## config.mk

```make
export PLATFORM = sky130hd
export DESIGN_NAME = alu_issue
export DESIGN_NICKNAME = d
export VERILOG_FILES = /design/src/rtl/alu_issue.sv
export SDC_FILE = /design/constraint.sdc
export NUM_CORES = 1
export LEC_CHECK = 0
export ABC_AREA = 0
export CAP_MARGIN = 30
export CELL_PAD_IN_SITES_DETAIL_PLACEMENT = 0
export CELL_PAD_IN_SITES_GLOBAL_PLACEMENT = 1
export CORE_MARGIN = 2
export CORE_UTILIZATION = 32
export CTS_CLUSTER_DIAMETER = 50
export DETAILED_ROUTE_END_ITERATION = 16
export HOLD_SLACK_MARGIN = 0.12
export PLACE_DENSITY = 0.88
export SETUP_SLACK_MARGIN = 0.3
export SYNTH_ARGS = -nofsm -noshare
export SYNTH_HDL_FRONTEND = slang
export SYNTH_SLANG_ARGS = --single-unit
```

## constraint.sdc

```tcl
create_clock -name clk -period 9.6 [get_ports clk]
set_input_delay 1.92 -clock clk [delete_from_list [all_inputs] [get_ports clk]]
set_output_delay 1.92 -clock clk [all_outputs]
set_load 0.03 [all_outputs]
```

## src/rtl/alu_issue.sv

```systemverilog
// rtl/alu_issue.sv - ALU issue stage: decodes R/I ops, drives the ALU,
// handshakes multi-cycle mul/div and registers the writeback result.
module alu_issue #(
  parameter int MD_TIMEOUT = 64
) (
  input  logic        clk,
  input  logic        rst,
  input  logic        id_valid,
  input  logic        id_flush,
  input  logic [6:0]  id_opcode,
  input  logic [2:0]  id_funct3,
  input  logic [6:0]  id_funct7,
  input  logic [31:0] id_rs1_data,
  input  logic [31:0] id_rs2_data,
  input  logic [31:0] id_imm,
  output logic        ex_ready,
  output logic [4:0]  alu_op,
  output logic [31:0] alu_a,
  output logic [31:0] alu_b,
  input  logic [31:0] alu_result,
  output logic        md_valid,
  output logic        md_mode,
  input  logic        md_ready,
  input  logic [31:0] md_result,
  output logic        res_valid,
  output logic [31:0] res_data,
  output logic        illegal,
  output logic        err_timeout
);

  localparam logic [4:0] OP_ADD  = 5'd0;
  localparam logic [4:0] OP_SUB  = 5'd1;
  localparam logic [4:0] OP_SLL  = 5'd2;
  localparam logic [4:0] OP_SLT  = 5'd3;
  localparam logic [4:0] OP_SLTU = 5'd4;
  localparam logic [4:0] OP_XOR  = 5'd5;
  localparam logic [4:0] OP_SRL  = 5'd6;
  localparam logic [4:0] OP_SRA  = 5'd7;
  localparam logic [4:0] OP_OR   = 5'd8;
  localparam logic [4:0] OP_AND  = 5'd9;
  localparam logic [4:0] OP_MUL  = 5'd10;
  localparam logic [4:0] OP_DIV  = 5'd11;

  localparam int CW = $clog2(MD_TIMEOUT + 1);
  // Abort on the edge where the counter would reach MD_TIMEOUT-1.
  localparam logic [CW-1:0] TO_LAST = CW'(MD_TIMEOUT - 2);

  typedef enum logic [1:0] {IDLE, SC, MC_WAIT} state_t;

  state_t        state_q, state_d;
  logic [4:0]    op_q, op_d;
  logic [31:0]   a_q, a_d, b_q, b_d;
  logic          md_valid_q, md_valid_d;
  logic          md_mode_q, md_mode_d;
  logic          res_valid_q, res_valid_d;
  logic [31:0]   res_data_q, res_data_d;
  logic          illegal_q, illegal_d;
  logic          err_q, err_d;
  logic [CW-1:0] cnt_q, cnt_d;

  logic       dec_legal;
  logic       dec_is_i;
  logic [4:0] dec_op;
  logic       accept;

  always_comb begin
    dec_legal = 1'b0;
    dec_is_i  = 1'b0;
    dec_op    = OP_ADD;
    case (id_opcode)
      7'b0110011: begin
        case (id_funct7)
          7'b0000000: begin
            dec_legal = 1'b1;
            case (id_funct3)
              3'b000:  dec_op = OP_ADD;
              3'b001:  dec_op = OP_SLL;
              3'b010:  dec_op = OP_SLT;
              3'b011:  dec_op = OP_SLTU;
              3'b100:  dec_op = OP_XOR;
              3'b101:  dec_op = OP_SRL;
              3'b110:  dec_op = OP_OR;
              default: dec_op = OP_AND;
            endcase
          end
          7'b0100000: begin
            if (id_funct3 == 3'b000) begin
              dec_legal = 1'b1;
              dec_op    = OP_SUB;
            end else if (id_funct3 == 3'b101) begin
              dec_legal = 1'b1;
              dec_op    = OP_SRA;
            end
          end
          7'b0000001: begin
            if (id_funct3 == 3'b000) begin
              dec_legal = 1'b1;
              dec_op    = OP_MUL;
            end else if (id_funct3 == 3'b100) begin
              dec_legal = 1'b1;
              dec_op    = OP_DIV;
            end
          end
          default: ;
        endcase
      end
      7'b0010011: begin
        dec_legal = 1'b1;
        dec_is_i  = 1'b1;
        case (id_funct3)
          3'b000:  dec_op = OP_ADD;
          3'b001:  dec_op = OP_SLL;
          3'b010:  dec_op = OP_SLT;
          3'b011:  dec_op = OP_SLTU;
          3'b100:  dec_op = OP_XOR;
          3'b101:  dec_op = id_imm[10] ? OP_SRA : OP_SRL;
          3'b110:  dec_op = OP_OR;
          default: dec_op = OP_AND;
        endcase
      end
      default: ;
    endcase
  end

  assign ex_ready = (state_q != MC_WAIT);
  assign accept   = id_valid & ex_ready & dec_legal & ~id_flush;

  always_comb begin
    state_d     = state_q;
    op_d        = op_q;
    a_d         = a_q;
    b_d         = b_q;
    md_valid_d  = md_valid_q;
    md_mode_d   = md_mode_q;
    res_valid_d = 1'b0;
    res_data_d  = res_data_q;
    err_d       = err_q;
    cnt_d       = cnt_q;
    illegal_d   = id_valid & ex_ready & ~dec_legal;

    case (state_q)
      SC: begin
        state_d = IDLE;
        if (!id_flush) begin
          res_valid_d = 1'b1;
          res_data_d  = alu_result;
        end
      end
      MC_WAIT: begin
        cnt_d = cnt_q + CW'(1);
        if (id_flush) begin
          state_d    = IDLE;
          md_valid_d = 1'b0;
        end else if (md_ready) begin
          state_d     = IDLE;
          md_valid_d  = 1'b0;
          res_valid_d = 1'b1;
          res_data_d  = md_result;
        end else if (cnt_q == TO_LAST) begin
          state_d    = IDLE;
          md_valid_d = 1'b0;
          err_d      = 1'b1;
        end
      end
      default: ;
    endcase

    // A new accept overrides the SC->IDLE default so single-cycle ops stream.
    if (accept) begin
      op_d = dec_op;
      a_d  = id_rs1_data;
      b_d  = dec_is_i ? id_imm : id_rs2_data;
      if (dec_op == OP_MUL || dec_op == OP_DIV) begin
        state_d    = MC_WAIT;
        md_valid_d = 1'b1;
        md_mode_d  = (dec_op == OP_DIV);
        cnt_d      = '0;
      end else begin
        state_d = SC;
      end
    end
  end

  always_ff @(posedge clk or posedge rst) begin
    if (rst) begin
      state_q     <= IDLE;
      op_q        <= '0;
      a_q         <= '0;
      b_q         <= '0;
      md_valid_q  <= 1'b0;
      md_mode_q   <= 1'b0;
      res_valid_q <= 1'b0;
      res_data_q  <= '0;
      illegal_q   <= 1'b0;
      err_q       <= 1'b0;
      cnt_q       <= '0;
    end else begin
      state_q     <= state_d;
      op_q        <= op_d;
      a_q         <= a_d;
      b_q         <= b_d;
      md_valid_q  <= md_valid_d;
      md_mode_q   <= md_mode_d;
      res_valid_q <= res_valid_d;
      res_data_q  <= res_data_d;
      illegal_q   <= illegal_d;
      err_q       <= err_d;
      cnt_q       <= cnt_d;
    end
  end

  assign alu_op      = op_q;
  assign alu_a       = a_q;
  assign alu_b       = b_q;
  assign md_valid    = md_valid_q;
  assign md_mode     = md_mode_q;
  assign res_valid   = res_valid_q;
  assign res_data    = res_data_q;
  assign illegal     = illegal_q;
  assign err_timeout = err_q;

endmodule
```

Yosys cells after proc, flatten, opt, wreduce, memory -nomap -nowiden
Cells that the tools add are included.
Widths: inputs -> output; s select.
{"block": "op_classes", "n_addsub": 1, "eq_ne": 20, "mux": 40, "n_bitwise": 7, "reduce_logical": 9}
{"operator": "$mux 32", "n": 4}
{"operator": "$pmux 32 s2", "n": 1}
{"operator": "$pmux 4 s7", "n": 2}
{"operator": "$eq 7x6->1 const B", "n": 3}
{"operator": "$mux 7", "n": 3}
{"operator": "$mux 1", "n": 15}
{"operator": "$pmux 4 s3", "n": 1}
{"operator": "$eq 5x4->1 const B", "n": 2}
{"operator": "$mux 2", "n": 5}
{"operator": "$eq 3x3->1 const B", "n": 3}
{"operator": "$mux 4", "n": 2}
{"operator": "$ne 2x2->1 const B", "n": 4}
{"operator": "$pmux 4 s2", "n": 1}
{"operator": "$reduce_and 4->1", "n": 2}
{"operator": "$add 7x1->7 const B", "n": 1}
{"operator": "$eq 7x1->1 const B", "n": 1}
{"operator": "$eq 7x5->1 const B", "n": 1}
{"operator": "$logic_not 7->1", "n": 1}
{"operator": "$eq 3x2->1 const B", "n": 2}
{"operator": "$mux 3", "n": 2}
{"operator": "$ne 5x5->1 const B", "n": 1}
{"operator": "$and 1x1->1", "n": 4}
{"operator": "$pmux 1 s2", "n": 2}
{"operator": "$pmux 2 s2", "n": 1}
{"operator": "10 further kinds", "n": 13}
{"block": "word_totals", "register_bits": 115, "input_bits": 182, "out_inout_bits": 107, "elab_cells": 88}

Longest topological paths before layout
{"block": "depth", "ltp_word": 9, "mapped_depth": 9, "mapped_depth_nobuf": 7}

Worst setup path after synthesis
No wires, ideal clock.
{"block": "synth_path", "kind": "in2reg", "startpoint": "input id_funct7[1]", "endpoint": "register b_q[20], in the netlist alu_b[20]", "setup_ns": 0.125, "t_arrival_ns": 3.953, "required_ns": 9.475, "setup_slack_ns": 5.522, "path_stages": 7, "path_buffers": 2, "cell_sequence": "or3_1 clkbuf_1 o31a_1 mux2_4 a221oi_4 buf_6 mux2_2"}
{"block": "synth_via", "elab_chain_cells": 5, "elab_cells_between_ends": 7, "classes_between": "2 x eq/ne; 2 x mux; 2 x bitwise; 1 x reduce/logical"}
{"element": "start: declaration", "line": "12", "source": "input logic [6:0] id_funct7,"}
{"element": "$eq 7x1->1, or another cell as far along", "line": "72", "source": "case (id_funct7)"}
{"element": "$pmux 1 s3 (*)", "line": "72"}
{"element": "$pmux 1 s2 (*)", "line": "70", "source": "case (id_opcode)"}
{"element": "$and 1x1->1 (*) (2 in series)", "line": "126", "source": "assign accept = id_valid & ex_ready & dec_legal & ~id_flush;"}
{"element": "end signal: assignment", "line": "189", "source": "b_q <= '0;"}
{"element": "end signal: assignment", "line": "201", "source": "b_q <= b_d;"}
{"element": "end: declaration", "line": "52", "source": "logic [31:0] a_q, a_d, b_q, b_d;"}
Mark *: on every way between the ends. The rest lies on a longest branch, timed or not.
A chain may end at the register's enable or synchronous reset.

Worst setup path in the final report
{"block": "layout_path", "startpoint": "input id_funct7[1]", "endpoint": "register b_q[2], in the netlist alu_b[2]"}
Same word-level chain as after synthesis.

==> results.sh <==
export IMPL_rows=47
export IMPL_hold_viol=0
export IMPL_overflow=0
export IMPL_synth_edff_count=0
export IMPL_cts_root_buf="clkbuf_16"
export IMPL_synth_fa_ha_area_frac=0.009170
export IMPL_ff2ff_path_depth=7
export IMPL_yosysWarnings=0
export IMPL_htreeDepth=4
export IMPL_ys_ff_latch=114
export IMPL_crit_required_ps=9890
export IMPL_start_util=0.3279
export IMPL_dr_pass1_iters=4
export IMPL_vias=4569
export IMPL_worstHoldPathType="flip-flop to flip-flop"
export IMPL_cts_resized=0
export IMPL_fp_dieW_um=134.6
export IMPL_via_per_inst=4.754
export IMPL_rsz0062_at_grt="false"
export IMPL_status="finished clean"
export IMPL_worstSetupPathType="input pin to flip-flop"
export IMPL_timing_rr_end="alu_b[2]"
export IMPL_grt_pass1_vias=4855
export IMPL_p_per_area_nw_per_um2=143.3
export IMPL_final_nets=918
export IMPL_hold_buffers=0
export IMPL_peakVddDrop_mv=0.1048
export IMPL_cts_clk_slew_worst_paths_ps=50
export IMPL_setup_viol=0
export IMPL_syn_nets=634
export IMPL_numCtsBuffers=17
export IMPL_wl_per_cell_um=15.87
export IMPL_holdPathStages=1
export IMPL_relSlewSlack=0.4889
export IMPL_yosysUniqueCellTypes=47
export IMPL_area_delta_synth_final_pct=66.28
export IMPL_leakagePower_nw=3.899
export IMPL_cts_setup_buffers=0
export IMPL_worst_pin_slew_ps=766.6
export IMPL_synthTopCellsByArea="dfrtp_1 52%, mux2_1 13%, mux2_2 7.2%"
export IMPL_synth_top_area_share=0.5227
export IMPL_worstReg2RegStart="state_q[0]"
export IMPL_drt_iter0_markers=170
export IMPL_synth_largest_area_cell="dfrtp_1"
export IMPL_cp_max_fo=60
export IMPL_antenna_found_initial=0
export IMPL_netlist_area_um2=5458
export IMPL_fin_tns_setup_ps=0
export IMPL_ant_nets=0
export IMPL_insertion_delay_ps=410
export IMPL_fin_skew_ps=8.140
export IMPL_synth_simple_gate_area_frac=0.07634
export IMPL_synth_ff_type="dfrtp_1"
export IMPL_synthMuxAreaShare=0.2707
export IMPL_synth_top_family_by_area="multiplexers"
export IMPL_clockBufferDepth=2
export IMPL_yosysSeqAreaShare=0.5227
export IMPL_grt_first_pass_wirelength_mm=24.45
export IMPL_grt_max_degree=65
export IMPL_hold_end="err_timeout"
export IMPL_syn_area_per_cell_um2=12.18
export IMPL_die_area_um2=18120
export IMPL_n_antenna_cell=0
export IMPL_finalMaxSlewViolations=0
export IMPL_hp_start="err_timeout"
export IMPL_portBuffers=287
export IMPL_die_y_um=134.6
export IMPL_min_period_over_period=0.5103
export IMPL_synth_most_common_cell="dfrtp_1"
export IMPL_worst_r2r_setup_slack_ps=6890
export IMPL_critical_path_endpoint_type="flip-flop"
export IMPL_timing_fmax_mhz=204.1
export IMPL_ys_top_cells_by_count="114 x dfrtp_1, 62 x mux2_1, 44 x nor2_1"
export IMPL_hold_slack_ps=470.2
export IMPL_drv_cap=0
export IMPL_coreArea_um2=16640
export IMPL_period_needed_ps=4899
export IMPL_track_usage=0.1717
export IMPL_n_fill_cell=1388
export IMPL_wl_mm=15.25
export IMPL_hpwlAfterDp_mm=11.58
export IMPL_drive_gt1_frac=0.1066
export IMPL_synthCells=448
export IMPL_crit_arrival_ps=5190
export IMPL_drc=0
export IMPL_io_pin_count=289
export IMPL_routabilityCongestion=0.8888
export IMPL_worst_setup_path_start_kind="input pin"
export IMPL_synth_compound_gate_area_share=0.07061
export IMPL_numClockSinks=114
export IMPL_cts_tree="yes"
export IMPL_synth_xor_area_share=0.01123
export IMPL_async_flop_share=1.000
==> metal layers <==
layer	global-route usage	routed length [um]
met4	0.06901	401
met2	0.2993	7916
met5	0	0
met1	0.1941	5785
met3	0.05706	1146
==> sequential cells by signal, indices dropped and copies added, names as in the netlist <==
signal and flops:
state_q 2, alu_a 32, cnt_q 7, res_valid 1, alu_b 32, alu_op 4, err_timeout 1, res_data 32
md_mode 1, md_valid 1, illegal 1
==> worst max-delay path, cell delays in order <==
cell,delay (ps)
clkdlybuf4s50_1,390
or3_1,470
or3_1,440
and2_1,220
a221oi_4,590
buf_4,730
mux2_2,410
==> worst max-delay path by stage <==
stage	startpoint	end	slack, ps	cells past startpoint
2_1_floorplan	rst	alu_a[0]	4660	1
3_3_place_gp	id_funct7[1]	alu_b[2]	4380	7
3_5_place_dp	id_funct7[1]	alu_b[2]	4280	7
4_1_cts	id_funct7[1]	alu_b[2]	4700	7
5_1_grt	id_funct7[1]	alu_b[2]	4550	7
6_report	id_funct7[1]	alu_b[2]	4700	7
==> layout by cell type (no fill, tap or decap), types with 4 or more instances in the layout <==
master / count
clkdlybuf4s50_1: 287
nor2_1: 44
inv_1: 11
mux2_2: 35
a21oi_1: 40
xnor2_1: 4
mux2i_1: 37
nand4_1: 4
mux2_1: 62
buf_4: 5
nand2_1: 6
nand2b_1: 6
dfrtp_1: 114
clkbuf_8: 5
clkbuf_16: 17
==> layout make-up <==
class	instances	area (um2)	area share
Sequential cell	114	2853	0.3144
Timing Repair Buffer	293	2915	0.3212
Clock buffer	23	498.0	0.05487
Multi-Input combinational cell	294	2409	0.2654
Clock inverter	5	77.57	0.008548
Tap cell	220	275.3	0.03033
Inverter	12	47.55	0.005239
==> kinds of logic (layout without fill, tap and decap cells) <==
| family | count (synthesis) | in the layout |
|---|---|---|
| xor+xnor | 7 | 7 |
| compound gates | 62 | 62 |
| simple gates | 85 | 85 |
| fa+ha+maj | 4 | 4 |
| other cells | 1 | 1 |
| flops | 114 | 114 |
| buf+inv | 40 | 333 |
| mux | 135 | 135 |
==> report_power, final <==
group	leakage [nW]	internal [mW]	switching (mW)
clock network	0.283	0.409	0.206
registers	1.48	0.495	0.00763
logic	2.14	0.107	0.0762
==> stage by stage <==
step / setup slack, ps / power [mW] / area, um2 / utilization / instances
floorplan: 4664 / 0.5798 / 5458 / - / 448
global placement: 4375 / 0.6924 / 8494 / 0.5104 / 932
detailed placement: 4282 / 0.6957 / 8494 / 0.5104 / 932
CTS: 4702 / 1.320 / 9070 / 0.5450 / 960
global route: 4554 / 1.353 / 9075 / 0.5453 / 961
finish: 4701 / 1.301 / 9075 / 0.5453 / 961
(Power assumes the default switching activity.)
